File: src/rtl/mirfak_dbus_bridge_if.sv
// Data-bus bridge interface: the master-facing dwbs port and the shared
// two-slave port. The bridge uses the slave modport; the environment that
// drives the master request and plays both slaves uses the master modport.
interface mirfak_dbus_bridge_if;
  logic [31:0] dwbs_addr_i;
  logic [31:0] dwbs_dat_i;
  logic [3:0]  dwbs_sel_i;
  logic        dwbs_cyc_i;
  logic        dwbs_stb_i;
  logic        dwbs_we_i;
  logic [31:0] dwbs_dat_o;
  logic        dwbs_ack_o;
  logic        dwbs_err_o;
  logic [31:0] slv_addr_o;
  logic [31:0] slv_dat_o;
  logic [3:0]  slv_sel_o;
  logic        slv_we_o;
  logic [1:0]  slv_cyc_o;
  logic [1:0]  slv_stb_o;
  logic [63:0] slv_dat_i;
  logic [1:0]  slv_ack_i;
  logic [1:0]  slv_err_i;

  modport slave (
    input  dwbs_addr_i, dwbs_dat_i, dwbs_sel_i, dwbs_cyc_i, dwbs_stb_i, dwbs_we_i,
    output dwbs_dat_o, dwbs_ack_o, dwbs_err_o,
    output slv_addr_o, slv_dat_o, slv_sel_o, slv_we_o, slv_cyc_o, slv_stb_o,
    input  slv_dat_i, slv_ack_i, slv_err_i
  );

  modport master (
    output dwbs_addr_i, dwbs_dat_i, dwbs_sel_i, dwbs_cyc_i, dwbs_stb_i, dwbs_we_i,
    input  dwbs_dat_o, dwbs_ack_o, dwbs_err_o,
    input  slv_addr_o, slv_dat_o, slv_sel_o, slv_we_o, slv_cyc_o, slv_stb_o,
    output slv_dat_i, slv_ack_i, slv_err_i
  );
endinterface

File: src/rtl/mirfak_dbus_bridge.sv
// Single-master to two-slave data-bus bridge. A request is decoded against
// the memory and IO windows (memory wins on overlap), forwarded with
// registered address/data, and answered with a one-cycle ack or err pulse.
// A silent slave is cut off after TIMEOUT strobe cycles.
module mirfak_dbus_bridge #(
  parameter logic [31:0] MEM_BASE = 32'h0000_0000,
  parameter logic [31:0] MEM_MASK = 32'hF000_0000,
  parameter logic [31:0] IO_BASE  = 32'h8000_0000,
  parameter logic [31:0] IO_MASK  = 32'hF000_0000,
  parameter int unsigned TIMEOUT  = 16
) (
  input  logic                 clk_i,
  input  logic                 rst_i,
  mirfak_dbus_bridge_if.slave  bus
);

  typedef enum logic [1:0] {
    IDLE = 2'd0,
    REQ  = 2'd1,
    RESP = 2'd2
  } state_t;

  state_t      state_r, state_s;
  logic [7:0]  cnt_r, cnt_s;
  logic        sel_r, sel_s;          // 0 = memory, 1 = IO
  logic        ack_r, ack_s;
  logic        err_r, err_s;
  logic [31:0] dat_r, dat_s;
  logic [31:0] addr_r, addr_s;
  logic [31:0] wdat_r, wdat_s;
  logic [3:0]  be_r, be_s;
  logic        we_r, we_s;
  logic [1:0]  req_r, req_s;          // drives both slv_cyc_o and slv_stb_o

  logic        hit_mem_s;
  logic        hit_io_s;
  logic        sel_ack_s;
  logic        sel_err_s;
  logic [31:0] sel_dat_s;

  assign hit_mem_s = (bus.dwbs_addr_i & MEM_MASK) == MEM_BASE;
  assign hit_io_s  = (bus.dwbs_addr_i & IO_MASK) == IO_BASE;
  assign sel_ack_s = bus.slv_ack_i[sel_r];
  assign sel_err_s = bus.slv_err_i[sel_r];
  assign sel_dat_s = sel_r ? bus.slv_dat_i[63:32] : bus.slv_dat_i[31:0];

  // Next-state and next-output logic; every register holds unless changed,
  // while ack/err default low so they can only ever be single-cycle pulses.
  always_comb begin
    state_s = state_r;
    cnt_s   = cnt_r;
    sel_s   = sel_r;
    ack_s   = 1'b0;
    err_s   = 1'b0;
    dat_s   = dat_r;
    addr_s  = addr_r;
    wdat_s  = wdat_r;
    be_s    = be_r;
    we_s    = we_r;
    req_s   = req_r;
    case (state_r)
      IDLE: begin
        if (bus.dwbs_cyc_i && bus.dwbs_stb_i) begin
          addr_s = bus.dwbs_addr_i;
          wdat_s = bus.dwbs_dat_i;
          be_s   = bus.dwbs_sel_i;
          we_s   = bus.dwbs_we_i;
          cnt_s  = 8'd0;
          if (hit_mem_s) begin
            sel_s   = 1'b0;
            req_s   = 2'b01;
            state_s = REQ;
          end else if (hit_io_s) begin
            sel_s   = 1'b1;
            req_s   = 2'b10;
            state_s = REQ;
          end else begin
            err_s   = 1'b1;
            dat_s   = 32'h0000_0000;
            state_s = RESP;
          end
        end else begin
          state_s = IDLE;
        end
      end
      REQ: begin
        if (!bus.dwbs_cyc_i) begin
          // master walked away: release the slave silently
          req_s   = 2'b00;
          state_s = IDLE;
        end else if (sel_err_s) begin
          // err beats a simultaneous ack
          req_s   = 2'b00;
          err_s   = 1'b1;
          dat_s   = 32'h0000_0000;
          state_s = RESP;
        end else if (sel_ack_s) begin
          // ack beats a timeout falling in the same cycle
          req_s   = 2'b00;
          ack_s   = 1'b1;
          dat_s   = sel_dat_s;
          state_s = RESP;
        end else if (cnt_r == 8'(TIMEOUT - 1)) begin
          req_s   = 2'b00;
          err_s   = 1'b1;
          dat_s   = 32'h0000_0000;
          state_s = RESP;
        end else begin
          cnt_s = cnt_r + 8'd1;
        end
      end
      RESP: begin
        state_s = IDLE;
      end
      default: begin
        req_s   = 2'b00;
        state_s = IDLE;
      end
    endcase
  end

  // State, counter and registered outputs; reset clears everything at once.
  always_ff @(posedge clk_i) begin
    if (rst_i) begin
      state_r <= IDLE;
      cnt_r   <= 8'd0;
      sel_r   <= 1'b0;
      ack_r   <= 1'b0;
      err_r   <= 1'b0;
      dat_r   <= 32'h0000_0000;
      addr_r  <= 32'h0000_0000;
      wdat_r  <= 32'h0000_0000;
      be_r    <= 4'h0;
      we_r    <= 1'b0;
      req_r   <= 2'b00;
    end else begin
      state_r <= state_s;
      cnt_r   <= cnt_s;
      sel_r   <= sel_s;
      ack_r   <= ack_s;
      err_r   <= err_s;
      dat_r   <= dat_s;
      addr_r  <= addr_s;
      wdat_r  <= wdat_s;
      be_r    <= be_s;
      we_r    <= we_s;
      req_r   <= req_s;
    end
  end

  assign bus.dwbs_dat_o = dat_r;
  assign bus.dwbs_ack_o = ack_r;
  assign bus.dwbs_err_o = err_r;
  assign bus.slv_addr_o = addr_r;
  assign bus.slv_dat_o  = wdat_r;
  assign bus.slv_sel_o  = be_r;
  assign bus.slv_we_o   = we_r;
  assign bus.slv_cyc_o  = req_r;
  assign bus.slv_stb_o  = req_r;

endmodule
File: src/flat_wrapper.sv
// flat-port wrapper written by rule: the top's interface ports become plain ports
module mirfak_dbus_bridge_flat 
#(
  parameter logic [31:0] MEM_BASE = 32'h0000_0000,
  parameter logic [31:0] MEM_MASK = 32'hF000_0000,
  parameter logic [31:0] IO_BASE  = 32'h8000_0000,
  parameter logic [31:0] IO_MASK  = 32'hF000_0000,
  parameter int unsigned TIMEOUT  = 16
)
  (clk_i, rst_i, bus_dwbs_addr_i, bus_dwbs_dat_i, bus_dwbs_sel_i, bus_dwbs_cyc_i, bus_dwbs_stb_i, bus_dwbs_we_i, bus_dwbs_dat_o, bus_dwbs_ack_o, bus_dwbs_err_o, bus_slv_addr_o, bus_slv_dat_o, bus_slv_sel_o, bus_slv_we_o, bus_slv_cyc_o, bus_slv_stb_o, bus_slv_dat_i, bus_slv_ack_i, bus_slv_err_i);
  mirfak_dbus_bridge_if bus_i ();
  input  logic clk_i;
  input  logic rst_i;
  input wire logic [$bits(bus_i.dwbs_addr_i)-1:0] bus_dwbs_addr_i;
  input wire logic [$bits(bus_i.dwbs_dat_i)-1:0] bus_dwbs_dat_i;
  input wire logic [$bits(bus_i.dwbs_sel_i)-1:0] bus_dwbs_sel_i;
  input wire logic [$bits(bus_i.dwbs_cyc_i)-1:0] bus_dwbs_cyc_i;
  input wire logic [$bits(bus_i.dwbs_stb_i)-1:0] bus_dwbs_stb_i;
  input wire logic [$bits(bus_i.dwbs_we_i)-1:0] bus_dwbs_we_i;
  output wire logic [$bits(bus_i.dwbs_dat_o)-1:0] bus_dwbs_dat_o;
  output wire logic [$bits(bus_i.dwbs_ack_o)-1:0] bus_dwbs_ack_o;
  output wire logic [$bits(bus_i.dwbs_err_o)-1:0] bus_dwbs_err_o;
  output wire logic [$bits(bus_i.slv_addr_o)-1:0] bus_slv_addr_o;
  output wire logic [$bits(bus_i.slv_dat_o)-1:0] bus_slv_dat_o;
  output wire logic [$bits(bus_i.slv_sel_o)-1:0] bus_slv_sel_o;
  output wire logic [$bits(bus_i.slv_we_o)-1:0] bus_slv_we_o;
  output wire logic [$bits(bus_i.slv_cyc_o)-1:0] bus_slv_cyc_o;
  output wire logic [$bits(bus_i.slv_stb_o)-1:0] bus_slv_stb_o;
  input wire logic [$bits(bus_i.slv_dat_i)-1:0] bus_slv_dat_i;
  input wire logic [$bits(bus_i.slv_ack_i)-1:0] bus_slv_ack_i;
  input wire logic [$bits(bus_i.slv_err_i)-1:0] bus_slv_err_i;
  assign bus_i.dwbs_addr_i = bus_dwbs_addr_i;
  assign bus_i.dwbs_dat_i = bus_dwbs_dat_i;
  assign bus_i.dwbs_sel_i = bus_dwbs_sel_i;
  assign bus_i.dwbs_cyc_i = bus_dwbs_cyc_i;
  assign bus_i.dwbs_stb_i = bus_dwbs_stb_i;
  assign bus_i.dwbs_we_i = bus_dwbs_we_i;
  assign bus_dwbs_dat_o = bus_i.dwbs_dat_o;
  assign bus_dwbs_ack_o = bus_i.dwbs_ack_o;
  assign bus_dwbs_err_o = bus_i.dwbs_err_o;
  assign bus_slv_addr_o = bus_i.slv_addr_o;
  assign bus_slv_dat_o = bus_i.slv_dat_o;
  assign bus_slv_sel_o = bus_i.slv_sel_o;
  assign bus_slv_we_o = bus_i.slv_we_o;
  assign bus_slv_cyc_o = bus_i.slv_cyc_o;
  assign bus_slv_stb_o = bus_i.slv_stb_o;
  assign bus_i.slv_dat_i = bus_slv_dat_i;
  assign bus_i.slv_ack_i = bus_slv_ack_i;
  assign bus_i.slv_err_i = bus_slv_err_i;
  mirfak_dbus_bridge #(.MEM_BASE(MEM_BASE), .MEM_MASK(MEM_MASK), .IO_BASE(IO_BASE), .IO_MASK(IO_MASK), .TIMEOUT(TIMEOUT)) u_core (.clk_i(clk_i), .rst_i(rst_i), .bus(bus_i));
endmodule
File: config.mk
export PLATFORM = sky130hd
export DESIGN_NAME = mirfak_dbus_bridge_flat
export DESIGN_NICKNAME = d
export VERILOG_FILES = /design/src/rtl/mirfak_dbus_bridge_if.sv /design/src/rtl/mirfak_dbus_bridge.sv /design/src/flat_wrapper.sv
export SDC_FILE = /design/constraint.sdc
export NUM_CORES = 1
export LEC_CHECK = 0
export CORE_UTILIZATION = 40
export CTS_BUF_LIST = sky130_fd_sc_hd__clkbuf_8
export DETAILED_ROUTE_END_ITERATION = 8
export PLACE_DENSITY = 0.94
export SLEW_MARGIN = 10
export SYNTH_ARGS = -nofsm -noshare
export SYNTH_HDL_FRONTEND = slang
export SYNTH_SLANG_ARGS = --single-unit
File: constraint.sdc
create_clock -name clk_i -period 2.31 [get_ports clk_i]
set_clock_uncertainty 0.15 [all_clocks]
set_input_delay 0.462 -clock clk_i [delete_from_list [all_inputs] [get_ports clk_i]]
set_output_delay 0.462 -clock clk_i [all_outputs]
set_load 0.005 [all_outputs]
=== Word-level counts from Yosys, hierarchy flattened ===
Index checks and enable logic that the tools add are counted.
Widths: inputs -> output; s select.

* $add $sub $neg: 1
* Order comparisons: 1
* Equal/unequal tests: 14
* Mux-type cells: 46
* Bitwise logic cells: 3
* Reduce and logical (&&, ||, !) cells: 11

{| class="wikitable"
|+ Operators by type and width
! operator !! number
|-
| $mux 32 || 8
|-
| $pmux 32 s2 || 1
|-
| $mux 8 || 5
|-
| $logic_not 32->1 || 1
|-
| $mux 2 || 14
|-
| $pmux 8 s2 || 1
|-
| $mux 1 || 14
|-
| $ne 2x2->1 const B || 6
|-
| $reduce_and 6->1 || 2
|-
| $add 8x1->8 const B || 1
|-
| $eq 8x4->1 const B || 1
|-
| $pmux 2 s3 || 1
|-
| $ne 5x2->1 const B || 1
|-
| $eq 4x4->1 const B || 1
|-
| $ne 4x1->1 const B || 1
|-
| $pmux 2 s2 || 1
|-
| $reduce_and 4->1 || 1
|-
| $reduce_bool 2->1 || 2
|-
| $reduce_or 4->1 || 1
|-
| $ne 3x1->1 const B || 1
|-
| $not 1->1 || 3
|-
| $reduce_and 3->1 || 1
|-
| $eq 2x1->1 const B || 1
|-
| $eq 2x2->1 const B || 1
|-
| other kinds (6) || 6
|}

* Bits in registers: 116
* Input bits: 141
* Output and inout bits: 107
* Word-level logic and storage cells: 87

=== Logic depth before layout (Yosys ltp) ===
Gate-level depths: netlist of run 1.

* Depth after elaboration: 6
* Gate-level depth with buffers: 8
* Mapped depth without buffers: 6

=== Least setup slack after synthesis of run 1 ===
OpenSTA, ideal clock, no wires.

* Kind: reg-to-reg
* From: reg u_core.cnt_r[0]
* To: reg u_core.dat_r[0], in the netlist u_core.bus.dwbs_dat_o[0]
* Library setup time: 127 ps
* Arrival time: 1,704 ps
* Data required time: 2,033 ps
* Slack: 329 ps
* Cell stages (with the launch flop): 9
* Path buffers: 2
* Clock period less this slack: 1,981 ps
* Path through: dfxtp_1 > ha_1 > nand4b_1 > or4_1 > buf_2 > a31oi_1 > nor2_2 > buf_6 > o2bb2ai_1

* Longest elaborated chain between the ends: 3

{| class="wikitable"
|+ Ends and longest elaborated chain
! item !! line !! text
|-
| from (decl) || mirfak_dbus_bridge.sv:24 || <nowiki>logic [7:0] cnt_r, cnt_s;</nowiki>
|-
| from (signal assigned) || mirfak_dbus_bridge.sv:138 || <nowiki>cnt_r <= cnt_s;</nowiki>
|-
| $eq 8x4->1 || mirfak_dbus_bridge.sv:103 || <nowiki>end else if (cnt_r == 8'(TIMEOUT - 1)) begin</nowiki>
|-
| $ne 4x1->1 (no line) || - ||
|-
| $reduce_and 6->1 (no line) || - ||
|-
| to (signal assigned) || mirfak_dbus_bridge.sv:142 || <nowiki>dat_r <= dat_s;</nowiki>
|-
| to (decl) || mirfak_dbus_bridge.sv:28 || <nowiki>logic [31:0] dat_r, dat_s;</nowiki>
|}

Every way passes these cells.
A chain may end at the register's enable or synchronous reset.

=== Final worst setup path of run 1 ===
* From: reg u_core.cnt_r[0]
* To: reg u_core.dat_r[3], in the netlist u_core.bus.dwbs_dat_o[3]

Same word-level chain as after synthesis.

==> results of run 1 <==
## worst register-to-register path, delay by kind of cell, from the launching register on
family          cells  cell delay [ns]
simple gates        3             0.73
compound gates      2             0.38
fa+ha+maj           1             0.25
flops               1             0.38
buf+inv             1             0.18
## power by group through the flow
stage	sequential (mW)	clock (mW)	combinational, mW
after floorplan	2.14	0	0.183
after global placement	2.13	0	0.602
after detailed placement	2.14	0	0.619
after CTS	2.09	1.66	0.624
after global routing	2.10	1.76	0.669
final	2.09	1.62	0.623
## how the worst min path moves through the flow
stage,endpoint,slack [ns],cells past startpoint
floorplan,u_core.bus.slv_addr_o[0]$_SDFFE_PP0P_,0.30,2
global placement,u_core.bus.slv_addr_o[2]$_SDFFE_PP0P_,0.29,2
detailed placement,u_core.bus.dwbs_dat_o[4]$_SDFFE_PP0P_,0.30,1
CTS,u_core.state_r[0]$_SDFFE_PP0P_,0.17,2
global route,u_core.bus.slv_cyc_o[1]$_SDFFE_PP0P_,0.20,2
finish,u_core.state_r[0]$_SDFFE_PP0P_,0.20,2
## cell usage in the layout (no fill, tap or decap), types with 5 or more instances in the layout
cell type          n
nor3_1             5
inv_1              9
nor2_1             9
nand2_1          144
o21ai_0            7
a21oi_1           76
buf_4             14
mux2i_1           35
o2bb2ai_1         32
clkdlybuf4s50_1  246
clkbuf_8          19
dfxtp_1          115
## state kept, by name (all words and copies together), names as in the netlist, 2 cells and up
name                   count
u_core.bus.dwbs_dat_o     32
u_core.bus.slv_addr_o     32
u_core.bus.slv_cyc_o       2
u_core.bus.slv_dat_o      32
u_core.bus.slv_sel_o       4
u_core.cnt_r               8
u_core.state_r             2
## timing repair
item | 4_1_cts | 5_1_grt
endpoints found under the hold margin | 0 | 0
resized for setup | 0 | 1
hold buffers | 0 | 0
setup endpoints to repair | 0 | 34
## synth_stat cells, drive strengths merged, types with 2 or more instances
library cell,instances
nand2,145
dfxtp,116
a21oi,76
mux2i,35
o2bb2ai,32
clkbuf,27
nor2,11
buf,10
o21ai,7
nor3,6
a31oi,5
a22o,3
nand2b,3
nor2b,3
and3,2
nand3,2
or2,2
or3,2
xnor2,2
## kinds of logic (layout without fill, tap and decap cells)
| logic type | after synthesis | in the layout | share of synthesized area, % |
|---|---|---|---|
| AND/OR/NAND/NOR | 182 | 182 | 16.8 |
| AO/OA/AOI/OAI | 131 | 131 | 18.9 |
| flip-flops | 116 | 116 | 51.8 |
| buffers and inverters | 38 | 298 | 3.96 |
| multiplexers | 35 | 35 | 7.82 |
| XOR/XNOR | 2 | 2 | 0.391 |
| adder cells (fa/ha/maj) | 1 | 1 | 0.279 |
## metrics by stage
stage	utilization, %	cell area (sq um)	worst slack (ns)	power [mW]	hold WS (ns)
finish	68.8	7490	0.138	4.34	0.202
global route	68.8	7490	0.0136	4.53	0.203
CTS	68.8	7490	0.0759	4.38	0.172
detailed placement	65.6	7150	-0.0528	2.76	0.296
global placement	65.6	7150	0.00811	2.73	0.291
floorplan	-	4480	0.329	2.32	0.303
## routing by layer
layer / up-vias / GRT usage (%)
met5: - / 0
met4: 0 / 13.0
met1: 2210 / 29.0
met3: 34 / 8.41
met2: 152 / 46.0
li1: 2242 / -
## layout make-up
| class | instances | area (sq um) |
|---|---|---|
| fillers | 828 | 3400 |
| inverters | 1 | 3.75 |
| clock buffers | 19 | 262 |
| clock inverters | 13 | 80.1 |
| well taps | 140 | 175 |
| multi-input cells | 351 | 2000 |
| repair buffers | 265 | 2650 |
| flip-flops and latches | 116 | 2320 |
==> results.md, run 1 <==
- Status: finished, final reports clean
- Top cell type's share of synthesized area: between 50% and 60%
- Flop2flop setup slack: approximately 0.14 ns
- Crit path arrival time: 2.33 ns
- Die outline width: 108 microns
- Clk Latency, worst-skew pair: 0.43 ns
- Worst VDD drop: about 0.00038 V
- Die Y-Extent: 108 microns
- Drt pass-1 iters: 4
- Critical path launch point: u_core.cnt_r[0]$_SDFFE_PP0P_
- Share of cells above drive strength 1: 6.93%
- Pint: 3.31 mW
- Hold_sp: rst_i
- CTS Buf Count: 17
- Core outline area: 10900 sq um
- Reg clk slew, reported paths: around 0.06 ns
- I/O pin count: 248
- Post-CTS repair timing setup buffer count: 0
- Synth Instances: around 510
- FFs w/ async S/R, synth: 0%
- DR WL met3: 819 microns
- Vias post-DR: 4638
- Top Layer Used: met4
- DRC viols: 0
- Cell Chain, Critical Path: ha_1 -> nand4b_1 -> or4_4 -> a31oi_1 -> nor2_2 -> buf_12 -> o2bb2ai_1
- Seq pwr share: 48.2%
- Fin crit period: 2.17 ns
- Port buffer count: around 250
- P_leak: 2.67 nW
- Detailed router's first-iteration violation count: 386
- CP peak stage delay: 0.50 ns
- Net Sw Power: slightly above 1 mW
- Worst Path Buf+Inv: 1
- WL final: 14.9 mm
- Worst Setup End Kind: register
- DR WL/cell: 16.5 microns
- Max-cap violation count: 0
- DRT met1 WL: between 5 and 6 mm
- Sw Share: about a quarter
- Clk network pwr share: ~37%
- CP max-delay cell: or4_4
- Critical Path Start Type: register
- Post-synth EDFFs: 0
- Comb power frac: 14.4%
- Rel. slew slack: 63.1%
- RSZ-0062 raised after global routing: false
- Final #Nets: about 900
- Worst r2r src: u_core.cnt_r[0]$_SDFFE_PP0P_
- Largest net degree at the start of global routing: 68
- P&R area growth vs syn: 67.2%
- Worst path depth: 7
- CTS root buf: clkbuf_8
- Fmax: 460 MHz
- Worst min-delay path category: in -> reg
- Detail Placement HPWL: 11.0 mm
- Non-filler cells, final: between 900 and 1000
- Slew @ Worst Pin: between 0.5 and 0.6 ns
- R2r endpoint: u_core.bus.dwbs_dat_o[3]$_SDFFE_PP0P_
- Setup violations, final: 0
- Critical Path RT: 2.47 ns
- Pwr dens: just under 600 nW/um^2
- Initial Util: 41.2%
- Number of antenna violations at the first check in global routing: 0
- Synth warn: 0
- Number of global-route vias before repair: 4824
- CTS tree: built
- WS Path Type: reg -> reg
- Dominant synthesized flop cell: dfxtp_1
- Final setup TNS: 0 ns
- Global-route wire length before repair: between 20 and 25 mm
- Max FO, Critical Path: 32
- Mapped Nets: roughly 650
- Std-Cell Rows: 38
- Vias per cell: roughly 5
- Synthesized area per cell: roughly 8.9 sq um
- Netlist cell types: 41
- GRT Overall Usage: between 20% and 30%
- CP top delay family: simple AND/OR/NAND/NOR gates
- Synth area leaders: dfxtp_1 52%, nand2_1 12%, a21oi_1 8.5%
- Clock tree sinks: 116
- Cells after DPL: 873
- CTS max path bufs: 2
- Final hold violation count: 0
- Worst r2r path cells: 7
- Die area: 11600 sq um
- Syn Std Cell Area: 4480 sq um
- Wire length on met2: 7.79 mm
- Flops & latches, synth: ~120
- Leading area contributor after synthesis: dfxtp_1
- Total gr overflow: 0
- Antenna Violating Nets Remaining: 0
- Inserted Diodes: 0
- H-tree Lvls: 4
- Post-synthesis sequential area ratio: 51.8%
- Routability Congestion: 0.936
- Slew Limit Fails: 0
- Crit path to: u_core.bus.dwbs_dat_o[3]$_SDFFE_PP0P_
- Final worst path period share: a little over nine tenths
(Power assumes the default switching activity.)
==> inputs of run 2 (changes only) <==
ABC_CLOCK_PERIOD_IN_PS = 2310   (was not set)
==> results of run 2 <==
Same layout as run 1: the final DEF is identical, and so are final timing and power.
